## src/rtl/otter_iobus_timer_if.sv

```systemverilog
// OTTER IOBUS slave-side bus bundle for the timer peripheral.
//   iobus_addr : byte address from the MCU
//   iobus_out  : store data from the MCU
//   iobus_wr   : one-cycle store strobe
//   rd_data    : combinational read data back to the IOBUS_IN mux
//   rd_hit     : address hits a defined register, so the top level selects rd_data
interface otter_iobus_timer_if;
  logic [31:0] iobus_addr;
  logic [31:0] iobus_out;
  logic        iobus_wr;
  logic [31:0] rd_data;
  logic        rd_hit;

  modport master (
    output iobus_addr,
    output iobus_out,
    output iobus_wr,
    input  rd_data,
    input  rd_hit
  );

  modport slave (
    input  iobus_addr,
    input  iobus_out,
    input  iobus_wr,
    output rd_data,
    output rd_hit
  );
endinterface

```

## src/rtl/otter_iobus_timer.sv

```systemverilog
// Memory-mapped timer/compare peripheral for the OTTER IOBUS.
// A prescaled counter runs up to a compare value, sets a sticky MATCH flag and,
// when enabled, raises intr for IntrHold cycles. One-shot or auto-reload.
//   clk  : system clock, rising edge
//   rst  : synchronous active-high reset
//   bus  : IOBUS slave (address/store data/strobe in, read data/hit out)
//   intr : interrupt request to the MCU
// Register map (word offsets from BaseAddr, addr[1:0] ignored):
//   0x00 CTRL [0]EN [1]AUTO_RELOAD [2]IRQ_EN
//   0x04 PRESC [15:0], tick every PRESC+1 cycles
//   0x08 CMP, 0x0C COUNT (write loads counter)
//   0x10 STATUS [0]MATCH (write 1 clears), [2:1]state
module otter_iobus_timer #(
  parameter logic [31:0] BaseAddr = 32'h1100_0100,
  parameter int unsigned IntrHold = 4
) (
  input  logic                      clk,
  input  logic                      rst,
  otter_iobus_timer_if.slave        bus,
  output logic                      intr
);

  typedef enum logic [1:0] {
    StIdle = 2'd0,
    StRun  = 2'd1,
    StDone = 2'd2
  } state_e;

  state_e      state_q;
  logic [2:0]  ctrl_q;
  logic [15:0] presc_q;
  logic [31:0] cmp_q;
  logic [31:0] count_q;
  logic        match_q;
  logic [15:0] prescaler_q;
  logic [3:0]  hold_q;
  logic        intr_q;

  logic [2:0]  word;
  logic [31:0] wdata;
  logic        hit;
  logic        wr;
  logic        wr_ctrl, wr_presc, wr_cmp, wr_count, wr_status;
  logic        stop;
  logic        tick;
  logic        match_evt;
  logic        irq_en_d;
  logic [31:0] rd_data;
  logic        unused_addr_bits;

  assign word  = bus.iobus_addr[4:2];
  assign wdata = bus.iobus_out;
  assign hit   = (bus.iobus_addr[31:5] == BaseAddr[31:5]) && (word <= 3'd4);
  assign wr    = bus.iobus_wr && hit;

  assign unused_addr_bits = ^bus.iobus_addr[1:0];

  assign wr_ctrl   = wr && (word == 3'd0);
  assign wr_presc  = wr && (word == 3'd1);
  assign wr_cmp    = wr && (word == 3'd2);
  assign wr_count  = wr && (word == 3'd3);
  assign wr_status = wr && (word == 3'd4);

  // A CTRL write clearing EN aborts the run; it beats a coincident tick so COUNT is retained.
  assign stop      = wr_ctrl && !wdata[0];
  assign tick      = (state_q == StRun) && (prescaler_q == presc_q);
  // A COUNT write on the tick edge wins and suppresses the compare.
  assign match_evt = tick && !stop && !wr_count && (count_q == cmp_q);
  // intr follows the IRQ_EN value that will be in CTRL after this edge.
  assign irq_en_d  = wr_ctrl ? wdata[2] : ctrl_q[2];

  always_comb begin
    rd_data = '0;
    if (hit) begin
      case (word)
        3'd0:    rd_data = {29'd0, ctrl_q};
        3'd1:    rd_data = {16'd0, presc_q};
        3'd2:    rd_data = cmp_q;
        3'd3:    rd_data = count_q;
        3'd4:    rd_data = {29'd0, state_q, match_q};
        default: rd_data = '0;
      endcase
    end
  end

  assign bus.rd_data = rd_data;
  assign bus.rd_hit  = hit;
  assign intr        = intr_q;

  always_ff @(posedge clk) begin
    if (rst) begin
      state_q     <= StIdle;
      ctrl_q      <= '0;
      presc_q     <= '0;
      cmp_q       <= '1;
      count_q     <= '0;
      match_q     <= 1'b0;
      prescaler_q <= '0;
      hold_q      <= '0;
      intr_q      <= 1'b0;
    end else begin
      if (wr_ctrl)  ctrl_q  <= wdata[2:0];
      // One-shot completion clears EN, overriding a same-edge CTRL write.
      if (match_evt && !ctrl_q[1]) ctrl_q[0] <= 1'b0;
      if (wr_presc) presc_q <= wdata[15:0];
      if (wr_cmp)   cmp_q   <= wdata;
      if (wr_count) count_q <= wdata;

      // Set beats a same-edge clear.
      if (match_evt)                   match_q <= 1'b1;
      else if (wr_status && wdata[0])  match_q <= 1'b0;

      unique case (state_q)
        StIdle: begin
          prescaler_q <= '0;
          if (wr_ctrl && wdata[0]) state_q <= StRun;
        end
        StRun: begin
          if (stop) begin
            state_q     <= StIdle;
            prescaler_q <= '0;
          end else if (wr_count || wr_presc || tick) begin
            prescaler_q <= '0;
          end else begin
            prescaler_q <= prescaler_q + 16'd1;
          end
          if (match_evt) begin
            if (ctrl_q[1]) count_q <= '0;
            else           state_q <= StDone;
          end else if (tick && !stop && !wr_count) begin
            count_q <= count_q + 32'd1;
          end
        end
        StDone: begin
          prescaler_q <= '0;
          if (wr_ctrl) state_q <= wdata[0] ? StRun : StIdle;
        end
        default: state_q <= StIdle;
      endcase

      // Hold counter: a new match reloads it; intr stays high until it has drained.
      if (!irq_en_d) begin
        intr_q <= 1'b0;
        hold_q <= '0;
      end else if (match_evt) begin
        intr_q <= 1'b1;
        hold_q <= 4'(IntrHold - 1);
      end else if (hold_q != 4'd0) begin
        hold_q <= hold_q - 4'd1;
      end else begin
        intr_q <= 1'b0;
      end
    end
  end

endmodule

```

## src/flat_wrapper.sv

```systemverilog
// flat-port wrapper written by rule: the top's interface ports become plain ports
module otter_iobus_timer_flat 
#(
  parameter logic [31:0] BaseAddr = 32'h1100_0100,
  parameter int unsigned IntrHold = 4
)
  (clk, rst, intr, bus_iobus_addr, bus_iobus_out, bus_iobus_wr, bus_rd_data, bus_rd_hit);
  otter_iobus_timer_if bus_i ();
  input  logic clk;
  input  logic rst;
  output logic intr;
  input wire logic [$bits(bus_i.iobus_addr)-1:0] bus_iobus_addr;
  input wire logic [$bits(bus_i.iobus_out)-1:0] bus_iobus_out;
  input wire logic [$bits(bus_i.iobus_wr)-1:0] bus_iobus_wr;
  output wire logic [$bits(bus_i.rd_data)-1:0] bus_rd_data;
  output wire logic [$bits(bus_i.rd_hit)-1:0] bus_rd_hit;
  assign bus_i.iobus_addr = bus_iobus_addr;
  assign bus_i.iobus_out = bus_iobus_out;
  assign bus_i.iobus_wr = bus_iobus_wr;
  assign bus_rd_data = bus_i.rd_data;
  assign bus_rd_hit = bus_i.rd_hit;
  otter_iobus_timer #(.BaseAddr(BaseAddr), .IntrHold(IntrHold)) u_core (.clk(clk), .rst(rst), .bus(bus_i), .intr(intr));
endmodule
```

## config.mk

```make
export PLATFORM = sky130hd
export DESIGN_NAME = otter_iobus_timer_flat
export DESIGN_NICKNAME = d
export VERILOG_FILES = /design/src/rtl/otter_iobus_timer_if.sv /design/src/rtl/otter_iobus_timer.sv /design/src/flat_wrapper.sv
export SDC_FILE = /design/constraint.sdc
export NUM_CORES = 1
export LEC_CHECK = 0
export BUFFER_PORTS_ARGS = -buffer_cell sky130_fd_sc_hd__buf_2
export CAP_MARGIN = 0
export CORE_ASPECT_RATIO = 1.4
export CORE_UTILIZATION = 45
export CTS_CLUSTER_SIZE = 12
export DETAILED_ROUTE_END_ITERATION = 8
export PLACE_DENSITY = 0.66
export SETUP_SLACK_MARGIN = 0.02
export SYNTH_ARGS = -nofsm -noshare
export SYNTH_HDL_FRONTEND = slang
export SYNTH_SLANG_ARGS = --single-unit
```

## constraint.sdc

```tcl
create_clock -name clk -period 2.6 [get_ports clk]
set_input_delay 0.39 -clock clk [delete_from_list [all_inputs] [get_ports clk]]
set_output_delay 0.39 -clock clk [all_outputs]
set_load 0.01 [all_outputs]
```

==> metrics.md, run 1 <==
| Metric | Value |
|---|---|
| Core Area | `0.0138 sq mm` |
| Max-capacitance violation count | `0` |
| Fmax | `396 MHz` |
| Placed cell count | `1094` |
| Main synth FF type | `dfxtp_1` |
| Most frequent cells in the layout | `128 x nand2_1, 107 x dfxtp_1, 98 x buf_2` |
| Final Setup Violations | `0` |
| Total grt overflow | `0` |
| Seq/Total Area, Yosys | `33.7%` |
| Via/cell ratio | `5.48` |
| Die Wd | `102 um` |
| Worst path cell trace | `xor2_1 -> nor4_2 -> nand4_1 -> a311o_1 -> nor2_4 -> buf_4 -> nand2_1 -> a21oi_1` |
| WL met1 | `7.93 mm` |
| Tot Pwr | `3.26 mW` |
| Max Slew Vio Count | `0` |
| Initial DRC Count | `361` |
| Vias in the first global route | `5864` |
| Syn_nets | `868` |
| GR Util All Layers | `26.2%` |
| Largest net degree at the start of global routing | `41` |
| Leading area contributor after synthesis | `dfxtp_1` |
| Drt pass-1 iters | `5` |
| Max clock buf depth | `2` |
| Post-synth EDFFs | `0` |
| Max incr delay on CP | `500 ps` |
| Row count | `51` |
| Highest metal used | `met4` |
| Detail Route met2 WL | `9.19 mm` |
| Area after DPL | `0.00739 sq mm` |
| Dpl hpwl | `13.9 mm` |
| Drt drc | `0` |
| Hold WC Path Type | `input port to flop` |
| Slew headroom | `62.8%` |
| VDD IR max | `0.277 mV` |
| Wire per inst | `16.6 um` |
| ANT cells | `0` |
| Final Hold Fails | `0` |
| Die area | `0.0146 sq mm` |
| Final Net Count | `993` |
| CTS root buf | `clkbuf_16` |
| Fill cell count | `1380` |
| CP top delay family | `simple AND/OR/NAND/NOR gates` |
| Synthesized flop and latch total | `107` |
| Crit. End Element | `flop` |
| Via count | `6089` |
| Synth Cell Area | `0.00636 sq mm` |
| Status | `completed` |
| Post-synth ARST share | `0%` |
| Routed WL | `18.5 mm` |
| Yosys top cell area share | `33.7%` |
| Worst path arrival time | `2800 ps` |
| Netlist cell types | `54` |
| Final Cycle Share | `97.2%` |
| # port buffers | `98` |
| Finished Cell Area | `0.00778 sq mm` |
| Num CTS Buffers | `9` |
| Hold WS | `233 ps` |
| Leading cell type in the layout, fill and taps excluded | `nand2_1` |
| Syn_area_per_cell | `7.98 sq um` |
| Storage element area | `0.00214 sq mm` |
| H-tree depth | `3` |
| Setup tns final | `0 ps` |
| IO Pins | `101` |
| First-pass GRT wire length | `29.2 mm` |
| Synth warn | `0` |
| Crit start category | `flop` |
| CTS tree | `built` |
| Crit path kind | `flop to flop` |
| Layout cells sized above 1 | `25.2%` |
| Final GP Congestion | `0.893` |
| Worst-Margin Slew | `555 ps` |
| Worst Skew | `8.83 ps` |
| Latest clock arrival within the worst-skew pair | `360 ps` |
| Clk sinks | `107` |
| Critical Path Fanout Max | `10` |
| Ranking of synthesized cells by area | `dfxtp_1 34%, nand2_1 7.6%, xnor2_1 7.3%` |
| Required time worst endpoint | `2880 ps` |
| Clock transition at the registers of the reported paths | `70 ps` |
| Met3 wire length | `578 um` |
| Multi-input gate area | `0.00395 sq mm` |
| Power Density | `418 mW/mm^2` |
| Lkg Pwr | `3.25 nW` |
| Min Tclk post-route | `2530 ps` |
| Non-Filler Instances | `1112` |
| Buf+Inv Stages, Crit Path | `1` |
| Gate Count Post-Synth | `797` |
| DRT antenna net count | `0` |
| Initial antenna violation count | `0` |
| Chip height | `143 um` |
| Starting density of the core | `45.9%` |
| Critical Path Slowest Stage Cell | `a311o_1` |
| Synth-to-Final Area Change | `22.4%` |
-- worst reg2reg max path, stage by stage (launching register included) --
cell and delay, ps:
dfxtp_1 350, xor2_1 210, nor4_2 370, nand4_1 250
a311o_1 500, nor2_4 270, buf_4 240, nand2_1 70
a21oi_1 190
-- synth_stat cells, types with 13 or more instances --
| master | instances |
|---|---|
| mux2_2 | 30 |
| dfxtp_1 | 107 |
| inv_1 | 16 |
| a21oi_1 | 42 |
| nand4_1 | 21 |
| clkbuf_1 | 42 |
| nand2_1 | 128 |
| nor2_1 | 76 |
| xor2_1 | 24 |
| nor3_1 | 14 |
| xnor2_1 | 53 |
| nand3_1 | 22 |
| nor4_1 | 13 |
| a22oi_1 | 45 |
| nand3b_1 | 33 |
| and3_1 | 16 |
| mux2i_1 | 23 |
-- cells by family after synthesis --
| group | Yosys count | share of synthesized area, % |
|---|---|---|
| AND/OR/NAND/NOR | 357 | 27.8 |
| AO/OA/AOI/OAI | 125 | 13.1 |
| flip-flops | 107 | 33.7 |
| XOR/XNOR | 77 | 10.6 |
| adder cells (fa/ha/maj) | 4 | 0.787 |
| multiplexers | 53 | 8.94 |
| buffers and inverters | 74 | 5.00 |
-- repair_timing --
item | CTS | global route
gates resized for setup | 1 | 7
hold buffers | 0 | 0
cloned | 0 | 0
hold endpoints to repair | 0 | 0
buffers inserted | 0 | 2
endpoints found under the setup margin | 14 | 27
pin swaps | 0 | 3
-- cell type report --
type                            count  share of cell area, %
Timing Repair Buffer              171                   14.0
Multi-Input combinational cell    616                   50.8
Clock inverter                      6                  0.836
Tap cell                          185                   2.97
Sequential cell                   107                   27.5
Clock buffer                       10                   3.07
Inverter                           17                  0.820
-- final timing paths --
check | cells past startpoint | slack (ps) | endpoint | from
max | 8 | 70 | u_core.count_q[25] | u_core.presc_q[10]
min | 3 | 230 | u_core.count_q[16] | bus_iobus_out[16]
max reg2reg | 8 | 70 | u_core.count_q[25] | u_core.presc_q[10]
min reg2reg | 2 | 460 | u_core.intr | u_core.intr
-- metal layers --
metal  vias up  global-route usage [%]
met1      2866                    31.3
met4         0                    13.8
li1       3037                       -
met5         -                       0
met2       145                    45.0
met3        41                    3.33
-- per-stage QoR --
stage | setup slack (ps) | util [%]
detailed placement | -181 | 53.4
global placement | -144 | 53.4
CTS | 25.3 | 55.6
finish | 73.4 | 56.2
floorplan | 336 | -
global route | -89.8 | 56.2
-- registers in the layout (all words and copies together), names as in the netlist --
name	count
u_core.hold_q	4
u_core.ctrl_q	3
u_core.state_q	2
u_core.prescaler_q	16
u_core.presc_q	16
u_core.intr	1
u_core.count_q	32
u_core.cmp_q	32
u_core.match_q	1
-- report_power, final --
part / internal, mW / total, mW / leakage [nW] / switching, mW
combinational: 0.0885 / 0.198 / 2.24 / 0.109
sequential: 1.64 / 1.64 / 0.863 / 0.000000000788
clock: 0.774 / 1.42 / 0.148 / 0.647
(Power assumes the default switching activity.)
==> run 2: changes to the inputs <==
- CTS_CLUSTER_DIAMETER: not set -> 120
- RECOVER_POWER: not set -> 50
==> metrics.md, run 2 (synthesis results as in run 1) <==
| Metric | Value |
|---|---|
| CTS tree | `built` |
| Slew headroom | `43.0%` |
| Critical Path Fanout Max | `8` |
| Biggest regs | `u_core.cmp_q: 32 flops, u_core.count_q: 32 flops` |
| Status | `completed` |
| Starting density of the core | `45.9%` |
| H-tree depth | `3` |
| Final Setup Violations | `0` |
| Via count | `6088` |
| # port buffers | `98` |
| Drt pass-1 iters | `5` |
| Min Tclk post-route | `2510 ps` |
| Via/cell ratio | `5.47` |
| Lkg Pwr | `3.18 nW` |
| Num CTS Buffers | `9` |
| Fmax | `399 MHz` |
| Dpl hpwl | `13.9 mm` |
| Max clock buf depth | `2` |
| Max Slew Vio Count | `0` |
| Minimum setup slack after placement | `-181 ps` |
| Final Cycle Share | `96.5%` |
| Row count | `51` |
| Layout cells sized above 1 | `23.1%` |
| Drt drc | `0` |
| Final GP Congestion | `0.893` |
| Latest clock arrival within the worst-skew pair | `360 ps` |
| CTS root buf | `clkbuf_16` |
| Crit path kind | `flop to flop` |
| Die Wd | `102 um` |
| Hold_sp | `bus_iobus_out[16]` |
| Tot Pwr | `3.26 mW` |
| Chip height | `143 um` |
| Worst path cell trace | `xor2_1 -> nor4_2 -> nand4_1 -> clkbuf_1 -> a311oi_4 -> buf_4 -> nand2_1 -> buf_4 -> a31oi_1 -> o21ai_0` |
| Flop2flop setup slack | `90 ps` |
| CP dominant cell by count | `buf_4` |
| Hold Path Stages | `3` |
| IO Pins | `101` |
| Die area | `0.0146 sq mm` |
| Clock transition at the registers of the reported paths | `80 ps` |
| Worst Skew | `10.1 ps` |
| Core Area | `0.0138 sq mm` |
| Final Hold Fails | `0` |
| Fill cell count | `1393` |
| Routed WL | `18.5 mm` |
| Max incr delay on CP | `360 ps` |
| Hold WC Path Type | `input port to flop` |
| CP top delay family | `simple AND/OR/NAND/NOR gates` |
| Final Net Count | `993` |
| Buf+Inv Stages, Crit Path | `3` |
| Worst path arrival time | `2730 ps` |
| DRT antenna net count | `0` |
| Crit. End Element | `flop` |
| Reg-to-reg endpoint | `u_core.count_q[22]` |
| Crit start category | `flop` |
| Worst R2R Start | `u_core.presc_q[10]` |
| Largest net degree at the start of global routing | `41` |
| VDD IR max | `0.276 mV` |
| Wire per inst | `16.6 um` |
| Worst Setup SP | `u_core.presc_q[10]` |
| First-pass GRT wire length | `29.2 mm` |
| Max-capacitance violation count | `0` |
| Initial antenna violation count | `0` |
| Leading cell type in the layout, fill and taps excluded | `nand2_1` |
| Initial DRC Count | `360` |
| Total grt overflow | `0` |
| Endpoint, Worst Hold | `u_core.count_q[16]` |
| GR Util All Layers | `26.2%` |
| Setup slack after layout | `90.7 ps` |
| Power Density | `422 mW/mm^2` |
| ANT cells | `0` |
| Setup tns final | `0 ps` |
| Critical Path Slowest Stage Cell | `nor4_2` |
| Required time worst endpoint | `2820 ps` |
| Clk sinks | `107` |
| Worst-Margin Slew | `855 ps` |
| Worst Reg-to-Reg Cells | `10` |
| Most frequent cells in the layout | `128 x nand2_1, 107 x dfxtp_1, 87 x buf_2` |
| Vias in the first global route | `5864` |
| Synth-to-Final Area Change | `21.4%` |
run 2: how the worst max path moves through the flow:
stage                                  to  slack, ps  depth (start not counted)
CTS                     u_core.count_q[6]         30                          7
global route           u_core.count_q[22]        -80                         10
detailed placement     u_core.count_q[14]       -180                          9
floorplan           u_core.prescaler_q[1]        340                          9
global placement       u_core.count_q[16]       -140                          9
finish                 u_core.count_q[22]         90                         10
run 2: area by class of cell:
class,instances,area (sq um),share of cell area (%)
multi-input cells,616,3940,51.1
clock inverters,6,65.1,0.843
inverters,17,63.8,0.827
repair buffers,171,1030,13.4
well taps,185,231,3.00
clock buffers,10,239,3.10
flip-flops and latches,107,2140,27.8
run 2: per-stage QoR:
step	instance area [sq um]	instances	hold slack, ps	util [%]
finish	7720	1112	231	55.7
global route	7720	1112	229	55.7
CTS	7700	1110	228	55.6
detailed placement	7390	1094	444	53.4
global placement	7390	1094	442	53.4
floorplan	6360	797	455	-
run 2: routing by layer:
layer	routed length (um)	vias to the layer above	GRT usage (%)
met5	0	-	0
met4	756	0	13.8
met3	651	41	3.33
met2	9150	150	45.0
met1	7900	2859	31.3
li1	-	3038	-
run 2: power breakdown:
group	internal, mW	total [mW]	switching (mW)
sequential	1.64	1.64	0.000000000786
combinational	0.0884	0.198	0.109
clock	0.774	1.42	0.648
total	2.50	3.26	0.757
run 2: worst reg2reg max path, stage by stage (launching register included):
cell and delay [ps]:
dfxtp_1 350, xor2_1 210, nor4_2 360, nand4_1 240, clkbuf_1 200, a311oi_4 340
buf_4 180, nand2_1 70, buf_4 170, a31oi_1 160, o21ai_0 80
run 2: what timing repair did:
| action | CTS | global route |
|---|---|---|
| buffers inserted | 0 | 2 |
| endpoints found under the setup margin | 14 | 27 |
| gates cloned | 0 | 0 |
| pin swaps | 0 | 3 |
| resized for setup | 1 | 7 |
| hold buffers | 0 | 0 |
==> run 3: changes to the inputs <==
- CAP_MARGIN: 0 -> 20
- CELL_PAD_IN_SITES_DETAIL_PLACEMENT: not set -> 1
- CELL_PAD_IN_SITES_GLOBAL_PLACEMENT: not set -> 1
- CORE_MARGIN: not set -> 4
- CORE_UTILIZATION: 45 -> 42
- PLACE_DENSITY: 0.66 -> not set
- PLACE_DENSITY_LB_ADDON: not set -> 0.1
==> metrics.md, run 3 (synthesis results as in run 1) <==
| Metric | Value |
|---|---|
| Worst path arrival time | `2000 ps` |
| Required time worst endpoint | `2210 ps` |
| Core Area | `0.0146 sq mm` |
| Flop2flop setup slack | `220 ps` |
| Crit start category | `input port` |
| Layout cells sized above 1 | `21.0%` |
| H-tree depth | `3` |
| GR Util All Layers | `25.0%` |
| Vias in the first global route | `6638` |
| CTS tree | `built` |
| Synth-to-Final Area Change | `18.9%` |
| CTS root buf | `clkbuf_16` |
| First-pass GRT wire length | `34.7 mm` |
| Max incr delay on CP | `620 ps` |
| Worst path cell trace | `buf_2 -> nor4_1 -> nand4_1 -> or3_1 -> nor2_1 -> buf_2` |
| Max Slew Vio Count | `0` |
| Hold WC Path Type | `input port to flop` |
| Hold WS | `228 ps` |
| Dpl hpwl | `16.5 mm` |
| Largest net degree at the start of global routing | `50` |
| IO Pins | `101` |
| CP dominant cell by count | `buf_2` |
| DRT antenna net count | `0` |
| Via/cell ratio | `5.65` |
| Num CTS Buffers | `9` |
| Final Setup Violations | `0` |
| Drt drc | `0` |
| Total grt overflow | `0` |
| Met3 wire length | `586 um` |
| Crit path kind | `input port to output port` |
| Slew headroom | `40.6%` |
| Critical Path Fanout Max | `13` |
| Reg-to-reg endpoint | `u_core.count_q[12]` |
| Final Hold Fails | `0` |
| VDD IR max | `0.419 mV` |
| Chip height | `154 um` |
| Row count | `52` |
| Power Density | `433 mW/mm^2` |
| WL met1 | `8.73 mm` |
| Most frequent cells in the layout | `128 x nand2_1, 107 x dfxtp_1, 84 x buf_2` |
| Hold_sp | `bus_iobus_out[16]` |
| Final Net Count | `972` |
| Hold Path Stages | `3` |
| RSZ-0062 raised after global routing | `no` |
| Tot Pwr | `3.27 mW` |
| Leading cell type in the layout, fill and taps excluded | `nand2_1` |
| Crit. End Element | `output port` |
| Initial antenna violation count | `0` |
| Worst-Margin Slew | `891 ps` |
| Detail Route met2 WL | `11.4 mm` |
| Clk sinks | `107` |
| CTS Hold Buffers Added | `0` |
| Wire per inst | `19.6 um` |
| Max-capacitance violation count | `0` |
| Biggest regs | `u_core.cmp_q: 32 flops, u_core.count_q: 32 flops` |
| Worst Skew | `13.1 ps` |
| Drt pass-1 iters | `5` |
| Via count | `6182` |
| # port buffers | `98` |
| Final GP Congestion | `0.860` |
| Worst R2R Start | `u_core.presc_q[13]` |
| Status | `completed` |
| Max clock buf depth | `2` |
| Initial DRC Count | `313` |
| Fmax | `418 MHz` |
| Latest clock arrival within the worst-skew pair | `360 ps` |
| Die area | `0.0172 sq mm` |
| Min Tclk post-route | `2390 ps` |
| Final Cycle Share | `92.0%` |
| ANT cells | `0` |
| Highest metal used | `met4` |
| Endpoint, Worst Hold | `u_core.count_q[16]` |
| Starting density of the core | `43.4%` |
| Critical Path Slowest Stage Cell | `or3_1` |
| Die Wd | `112 um` |
| Worst Reg-to-Reg Cells | `8` |
| Lkg Pwr | `3.04 nW` |
| Routed WL | `21.5 mm` |
| Clock transition at the registers of the reported paths | `80 ps` |
[run 3: routing by layer]
| layer | GRT usage (%) | vias up |
|---|---|---|
| li1 | - | 2995 |
| met1 | 29.1 | 3046 |
| met2 | 46.3 | 104 |
| met3 | 2.24 | 37 |
| met4 | 10.7 | 0 |
| met5 | 0 | - |
[run 3: cell type report]
cell class | instances | area (sq um)
well taps | 189 | 236
clock inverters | 5 | 60.1
flip-flops and latches | 107 | 2140
fillers | 1833 | 7080
clock buffers | 11 | 243
multi-input cells | 616 | 3930
repair buffers | 150 | 887
inverters | 17 | 63.8
[run 3: what timing repair did]
item,in CTS,in global routing
pin swaps,1,0
resized for setup,1,6
endpoints found under the setup margin,5,40
buffers inserted,1,0
[run 3: worst max-delay path, delay by kind of cell]
family	cells	cell delay [ps]
AND/OR/NAND/NOR	4	1350
buffers and inverters	2	250
[run 3: worst max path at each step]
stage / slack [ps] / startpoint / endpoint / cells after the start
floorplan: 340 / bus_iobus_addr[20] / u_core.prescaler_q[1] / 9
detailed placement: -70 / bus_iobus_addr[20] / u_core.prescaler_q[7] / 8
CTS: 60 / u_core.prescaler_q[0] / u_core.count_q[6] / 8
finish: 210 / bus_iobus_addr[20] / bus_rd_data[5] / 6
global placement: 60 / bus_iobus_addr[10] / u_core.prescaler_q[7] / 8
global route: 40 / u_core.prescaler_q[2] / u_core.count_q[5] / 9
[run 3: power by group]
part	total (mW)	switching (mW)	internal, mW
clock network	1.44	0.660	0.779
logic	0.197	0.110	0.0866
registers	1.64	0.000000000982	1.64
[run 3: stage by stage]
stage / std cells / setup slack, ps / area (sq um) / util [%] / setup TNS, ps
2_1_floorplan: 797 / 336 / 6360 / - / 0
3_3_place_gp: 1078 / 57.6 / 7270 / 49.6 / 0
3_5_place_dp: 1078 / -74.2 / 7270 / 49.6 / -97.3
4_1_cts: 1095 / 55.3 / 7600 / 51.9 / 0
5_1_grt: 1095 / 36.2 / 7560 / 51.6 / 0
6_report: 1095 / 207 / 7560 / 51.6 / 0
